<file path="src/rtl/alu8_pkg.sv">
// Shared definitions for the two-requester ALU_8 scheduler.
// Holds the default data/opcode widths, the scheduler state encoding and
// the requester identifiers used on rsp_id and by the round-robin arbiter.
package alu8_pkg;

    localparam int DEF_WIDTH = 8;   // operand width; results are DEF_WIDTH+1 bits
    localparam int DEF_OPW   = 4;   // opcode width

    typedef enum logic [1:0] {
        ST_IDLE = 2'd0,
        ST_EXEC = 2'd1,
        ST_RESP = 2'd2
    } state_t;

    localparam logic REQ0 = 1'b0;
    localparam logic REQ1 = 1'b1;

endpackage

</file>
<file path="src/rtl/rr_arb2.sv">
// Two-way round-robin grant, purely combinational.
// Ports:
//   v0, v1      in   request valids from requester 0 / 1
//   last_grant  in   id of the requester served most recently
//   gnt_valid   out  at least one requester is asking
//   gnt_id      out  id of the winning requester (meaningful when gnt_valid)
// The last_grant state lives in the caller so it only advances when a
// response is actually handed over.
module rr_arb2
    import alu8_pkg::*;
(
    input  logic v0,
    input  logic v1,
    input  logic last_grant,
    output logic gnt_valid,
    output logic gnt_id
);

    always_comb begin
        gnt_valid = v0 | v1;
        if (v0 && v1) begin
            // Tie: serve whoever was not served last time.
            gnt_id = ~last_grant;
        end else if (v1) begin
            gnt_id = REQ1;
        end else begin
            gnt_id = REQ0;
        end
    end

endmodule

</file>
<file path="src/rtl/alu8_sched.sv">
// Time-shares one external combinational ALU_8 between two requesters.
// An accepted operation is latched onto alu_*, held for EXEC_CYCLES cycles so
// the ALU output can settle, then the ALU result is captured into a response
// register presented with valid/ready handshaking.
// Ports:
//   clk, rst                      clock, asynchronous active-high reset
//   rN_valid/rN_ready             request handshake for requester N (0/1)
//   rN_opcode, rN_a, rN_b         request payload for requester N
//   alu_opcode, alu_a, alu_b      registered drive into the shared ALU_8
//   alu_res, alu_carry, alu_zero  ALU_8 outputs, sampled at end of EXEC
//   rsp_valid/rsp_ready           response handshake
//   rsp_id, rsp_res, rsp_carry, rsp_zero  captured response payload
//   busy                          an operation is in flight (EXEC or RESP)
module alu8_sched #(
    parameter int WIDTH       = alu8_pkg::DEF_WIDTH,
    parameter int OPW         = alu8_pkg::DEF_OPW,
    parameter int EXEC_CYCLES = 1
) (
    input  logic             clk,
    input  logic             rst,
    input  logic             r0_valid,
    output logic             r0_ready,
    input  logic [OPW-1:0]   r0_opcode,
    input  logic [WIDTH-1:0] r0_a,
    input  logic [WIDTH-1:0] r0_b,
    input  logic             r1_valid,
    output logic             r1_ready,
    input  logic [OPW-1:0]   r1_opcode,
    input  logic [WIDTH-1:0] r1_a,
    input  logic [WIDTH-1:0] r1_b,
    output logic [OPW-1:0]   alu_opcode,
    output logic [WIDTH-1:0] alu_a,
    output logic [WIDTH-1:0] alu_b,
    input  logic [WIDTH:0]   alu_res,
    input  logic             alu_carry,
    input  logic             alu_zero,
    output logic             rsp_valid,
    input  logic             rsp_ready,
    output logic             rsp_id,
    output logic [WIDTH:0]   rsp_res,
    output logic             rsp_carry,
    output logic             rsp_zero,
    output logic             busy
);

    import alu8_pkg::*;

    localparam logic [3:0] CNT_INIT = 4'(EXEC_CYCLES - 1);

    state_t           state_q, state_d;
    logic             last_grant_q, last_grant_d;
    logic [3:0]       cnt_q, cnt_d;
    logic [OPW-1:0]   alu_opcode_q, alu_opcode_d;
    logic [WIDTH-1:0] alu_a_q, alu_a_d;
    logic [WIDTH-1:0] alu_b_q, alu_b_d;
    logic             rsp_valid_q, rsp_valid_d;
    logic             rsp_id_q, rsp_id_d;
    logic [WIDTH:0]   rsp_res_q, rsp_res_d;
    logic             rsp_carry_q, rsp_carry_d;
    logic             rsp_zero_q, rsp_zero_d;
    logic             busy_q, busy_d;

    logic gnt_valid;
    logic gnt_id;

    rr_arb2 u_arb (
        .v0         (r0_valid),
        .v1         (r1_valid),
        .last_grant (last_grant_q),
        .gnt_valid  (gnt_valid),
        .gnt_id     (gnt_id)
    );

    // Readys only in IDLE, so nothing is taken while a response is pending
    // or in the cycle it is consumed.
    assign r0_ready = (state_q == ST_IDLE) && gnt_valid && (gnt_id == REQ0);
    assign r1_ready = (state_q == ST_IDLE) && gnt_valid && (gnt_id == REQ1);

    always_comb begin
        state_d      = state_q;
        last_grant_d = last_grant_q;
        cnt_d        = cnt_q;
        alu_opcode_d = alu_opcode_q;
        alu_a_d      = alu_a_q;
        alu_b_d      = alu_b_q;
        rsp_valid_d  = rsp_valid_q;
        rsp_id_d     = rsp_id_q;
        rsp_res_d    = rsp_res_q;
        rsp_carry_d  = rsp_carry_q;
        rsp_zero_d   = rsp_zero_q;
        busy_d       = busy_q;

        case (state_q)
            ST_IDLE: begin
                if (gnt_valid) begin
                    alu_opcode_d = (gnt_id == REQ1) ? r1_opcode : r0_opcode;
                    alu_a_d      = (gnt_id == REQ1) ? r1_a      : r0_a;
                    alu_b_d      = (gnt_id == REQ1) ? r1_b      : r0_b;
                    rsp_id_d     = gnt_id;
                    cnt_d        = CNT_INIT;
                    busy_d       = 1'b1;
                    state_d      = ST_EXEC;
                end
            end
            ST_EXEC: begin
                if (cnt_q == 4'd0) begin
                    rsp_res_d   = alu_res;
                    rsp_carry_d = alu_carry;
                    rsp_zero_d  = alu_zero;
                    rsp_valid_d = 1'b1;
                    state_d     = ST_RESP;
                end else begin
                    cnt_d = cnt_q - 4'd1;
                end
            end
            ST_RESP: begin
                // Arbitration history only advances once the response is taken.
                if (rsp_ready) begin
                    last_grant_d = rsp_id_q;
                    rsp_valid_d  = 1'b0;
                    busy_d       = 1'b0;
                    state_d      = ST_IDLE;
                end
            end
            default: begin
                state_d = ST_IDLE;
            end
        endcase
    end

    always_ff @(posedge clk or posedge rst) begin
        if (rst) begin
            state_q      <= ST_IDLE;
            last_grant_q <= REQ1;   // requester 0 wins the first tie
            cnt_q        <= 4'd0;
            alu_opcode_q <= '0;
            alu_a_q      <= '0;
            alu_b_q      <= '0;
            rsp_valid_q  <= 1'b0;
            rsp_id_q     <= 1'b0;
            rsp_res_q    <= '0;
            rsp_carry_q  <= 1'b0;
            rsp_zero_q   <= 1'b0;
            busy_q       <= 1'b0;
        end else begin
            state_q      <= state_d;
            last_grant_q <= last_grant_d;
            cnt_q        <= cnt_d;
            alu_opcode_q <= alu_opcode_d;
            alu_a_q      <= alu_a_d;
            alu_b_q      <= alu_b_d;
            rsp_valid_q  <= rsp_valid_d;
            rsp_id_q     <= rsp_id_d;
            rsp_res_q    <= rsp_res_d;
            rsp_carry_q  <= rsp_carry_d;
            rsp_zero_q   <= rsp_zero_d;
            busy_q       <= busy_d;
        end
    end

    assign alu_opcode = alu_opcode_q;
    assign alu_a      = alu_a_q;
    assign alu_b      = alu_b_q;
    assign rsp_valid  = rsp_valid_q;
    assign rsp_id     = rsp_id_q;
    assign rsp_res    = rsp_res_q;
    assign rsp_carry  = rsp_carry_q;
    assign rsp_zero   = rsp_zero_q;
    assign busy       = busy_q;

endmodule

</file>
<file path="config.mk">
export PLATFORM = sky130hd
export DESIGN_NAME = alu8_sched
export DESIGN_NICKNAME = d
export VERILOG_FILES = /design/src/rtl/alu8_pkg.sv /design/src/rtl/rr_arb2.sv /design/src/rtl/alu8_sched.sv
export SDC_FILE = /design/constraint.sdc
export NUM_CORES = 1
export LEC_CHECK = 0
export ABC_AREA = 1
export CORE_UTILIZATION = 45
export DETAILED_ROUTE_END_ITERATION = 16
export PLACE_DENSITY = 0.87
export REMOVE_ABC_BUFFERS = 1
export SLEW_MARGIN = 20
export SYNTH_ARGS = -nofsm -noshare
export SYNTH_HDL_FRONTEND = slang
export SYNTH_SLANG_ARGS = --single-unit
</file>
<file path="constraint.sdc">
create_clock -name clk -period 2.5 [get_ports clk]
set_clock_uncertainty 0.05 [all_clocks]
set_input_delay 0.25 -clock clk [delete_from_list [all_inputs] [get_ports clk]]
set_output_delay 0.25 -clock clk [all_outputs]
set_load 0.005 [all_outputs]
</file>
==> summary.md <==
| Metric | Value |
|---|---|
| Crit path DAT | `1.67 ns` |
| Routed length per instance | `between 10 and 15 um` |
| Initial antenna violation count | `0` |
| Post-CTS Hold Buffers | `0` |
| Die ar. | `4830 um^2` |
| First-pass GRT wire length | `about 8500 um` |
| Antenna Nets Post-Route | `0` |
| Area Overhead vs Synth | `49.9%` |
| Final worst slack | `roughly 0.53 ns` |
| Drc violations | `0` |
| Num CTS Buffers | `5` |
| Nature of the critical path startpoint | `flip-flop` |
| Post-synth ARST share | `between 90% and 100%` |
| Worst min-delay path category | `in2async` |
| Largest net degree at the start of global routing | `28` |
| Mapped Area | `roughly 2000 um^2` |
| Initial Util | `47.1%` |
| Max Slew Vio Count | `0` |
| Main area contributors after synthesis | `dfrtp_1, nand2_1, nand3_1` |
| Final Hold Viols | `0` |
| Nets | `around 410` |
| Clock root buffer | `clkbuf_8` |
| CORE AREA | `around 4400 um^2` |
| Chip height | `slightly below 70 um` |
| H-tree depth | `2` |
| Gr usage total | `22.3%` |
| Relative slew slack | `between 60% and 70%` |
| CTS tree | `built` |
| Power per Cell Area | `1040 nW/um^2` |
| Final Critical Period | `roughly 2.0 ns` |
| Dominant cell type by area after synthesis | `dfrtp_1` |
| Count of input and output buffers | `approximately 90` |
| Clk buf depth | `2` |
| I/O pins | `slightly above 90` |
| Vias | `between 1500 and 2000` |
| Max Cap Violations | `0` |
| Top cell type's share of synthesized area | `between 40% and 50%` |
| CP Max Fanout | `2` |
| Slew @ Worst Pin | `0.556 ns` |
| Clk_lat worst skew | `0.28 ns` |
| RSZ-0062 raised after global routing | `false` |
| Outcome | `completed` |
| EDFF count, synth | `0` |
| Part of the Yosys area used for sequential elements | `approximately 50%` |
| TNS Setup | `0 ns` |
| Worst setup EP type | `primary output` |
| Yosys cell types | `21` |
| Ant. Diodes | `0` |
| Placer Congestion | `0.747` |
| Critical path class | `reg2out` |
| FMAX | `approximately 510 MHz` |
| Mean Syn Cell Area | `7.79 um^2` |
| Post-DR vias/cell | `around 4.8` |
| Critical Path RT | `~2.2 ns` |
| Worst VDD drop | `approximately 390 uV` |
| Clk sinks | `41` |
| Share of cells above drive strength 1 | `about a tenth` |
| Worst-path clk slew | `around 0.070 ns` |
| Core Rows | `24` |
| Setup Viol. Count Final | `0` |
| First DRT Iteration DRCs | `103` |
| Top FF cell, synth | `dfrtp_1` |
| FF+latch count, synth | `approximately 40` |
| Wirelength, routed | `4770 um` |
| Final worst-path cycle share | `78.7%` |
| Post-CTS Setup Bufs | `0` |
| Die width | `between 60 and 70 um` |
| Vias in the first global route | `~1900` |
| Synth warn | `0` |
| Dpl hpwl | `around 3600 um` |
| DP Worst Slack | `around 0.52 ns` |
| Total gr overflow | `0` |
| First-pass DRT Iterations | `4` |
| Synthesized netlist cell count | `263` |
| Cell leakage power | `approximately 1.6 nW` |
| CTS resizes | `0` |
-- cell families after synthesis --
kind of cell / Yosys count / synth area share, %
simple gates: 168 / 34.4
compound gates: 16 / 6.59
buf+inv: 37 / 8.30
flops: 41 / 50.1
fa+ha+maj: 1 / 0.610
-- power breakdown --
| part | switching [mW] | internal [mW] | total (mW) |
|---|---|---|---|
| logic | 0.762 | 0.847 | 1.61 |
| registers | 0.194 | 0.982 | 1.18 |
| clock network | 0.205 | 0.219 | 0.424 |
| total | 1.16 | 2.05 | 3.21 |
-- final timing paths --
| path | from | to | slack (ns) | cells past startpoint |
|---|---|---|---|---|
| hold / removal | rst | alu_a[5] | 0.20 | 2 |
| max in group asynchronous | rst | last_grant_q | 1.47 | 3 |
| min in group clk | alu_a[4] | alu_a[4] | 0.43 | 2 |
| setup / recovery | last_grant_q | r0_ready | 0.53 | 5 |
| setup reg to reg | state_q[1] | rsp_id | 0.96 | 5 |
| hold reg to reg | alu_a[4] | alu_a[4] | 0.43 | 2 |
-- layout make-up --
class                           count  area, um^2
Clock buffer                        7        86.3
Fill cell                         367        1280
Inverter                           25        93.8
Multi-Input combinational cell    185         852
Sequential cell                    41        1030
Tap cell                           52        65.1
Timing Repair Buffer               96         948
-- metrics by stage --
stage / utilization, % / instance area (um^2) / hold slack (ns) / power, mW / cells
finish: 70.6 / 3070 / 0.197 / 3.21 / 406
global route: 70.6 / 3070 / 0.238 / 3.50 / 406
CTS: 70.6 / 3070 / 0.206 / 3.25 / 406
detailed placement: 68.6 / 2990 / 0.414 / 2.81 / 399
global placement: 68.6 / 2990 / 0.411 / 2.76 / 399
floorplan: - / 1970 / 0.286 / 1.97 / 251
-- worst max-delay path, cell delays in order, from the launching register on --
cell and delay (ns):
dfstp_2 0.54, nand2_1 0.07, nand2_1 0.09, inv_1 0.06, nor2_1 0.11, clkdlybuf4s50_1 0.52
-- cell usage after synthesis, types with 2 or more instances --
cell type / count
buf_2: 7
buf_4: 2
buf_6: 2
dfrtp_1: 40
inv_1: 23
inv_2: 2
nand2_1: 128
nand2_2: 7
nand3_1: 26
nor2_1: 2
nor2_2: 3
o21ai_0: 2
o21ai_2: 11
-- cell usage in the layout, fill, tap and decap left out, types with 2 or more instances in the layout --
master           instances
buf_4                    5
clkbuf_8                 6
clkdlybuf4s50_1         91
dfrtp_1                 40
inv_1                   22
inv_2                    2
nand2_1                128
nand2_2                  7
nand3_1                 26
nor2_1                   2
nor2_2                   3
o21ai_0                  2
o21ai_2                 11
-- registers in the layout, indices dropped and copies added (netlist names) --
signal and cells:
alu_b 8, alu_a 8, rsp_id 1, state_q 2, rsp_carry 1, busy 1
last_grant_q 1, rsp_res 9, cnt_q 4, alu_opcode 4, rsp_valid 1, rsp_zero 1
-- per-layer routing --
| layer | global-route usage [%] | share of wire, % | vias up |
|---|---|---|---|
| met1 | 27.4 | 44 | 874 |
| met3 | 6.40 | 6.5 | 7 |
| met4 | 8.62 | 1.6 | 0 |
| met2 | 37.0 | 48 | 67 |
| li1 | - | - | 984 |
| met5 | 0 | 0 | - |
Power figures use the tool's default switching activity.
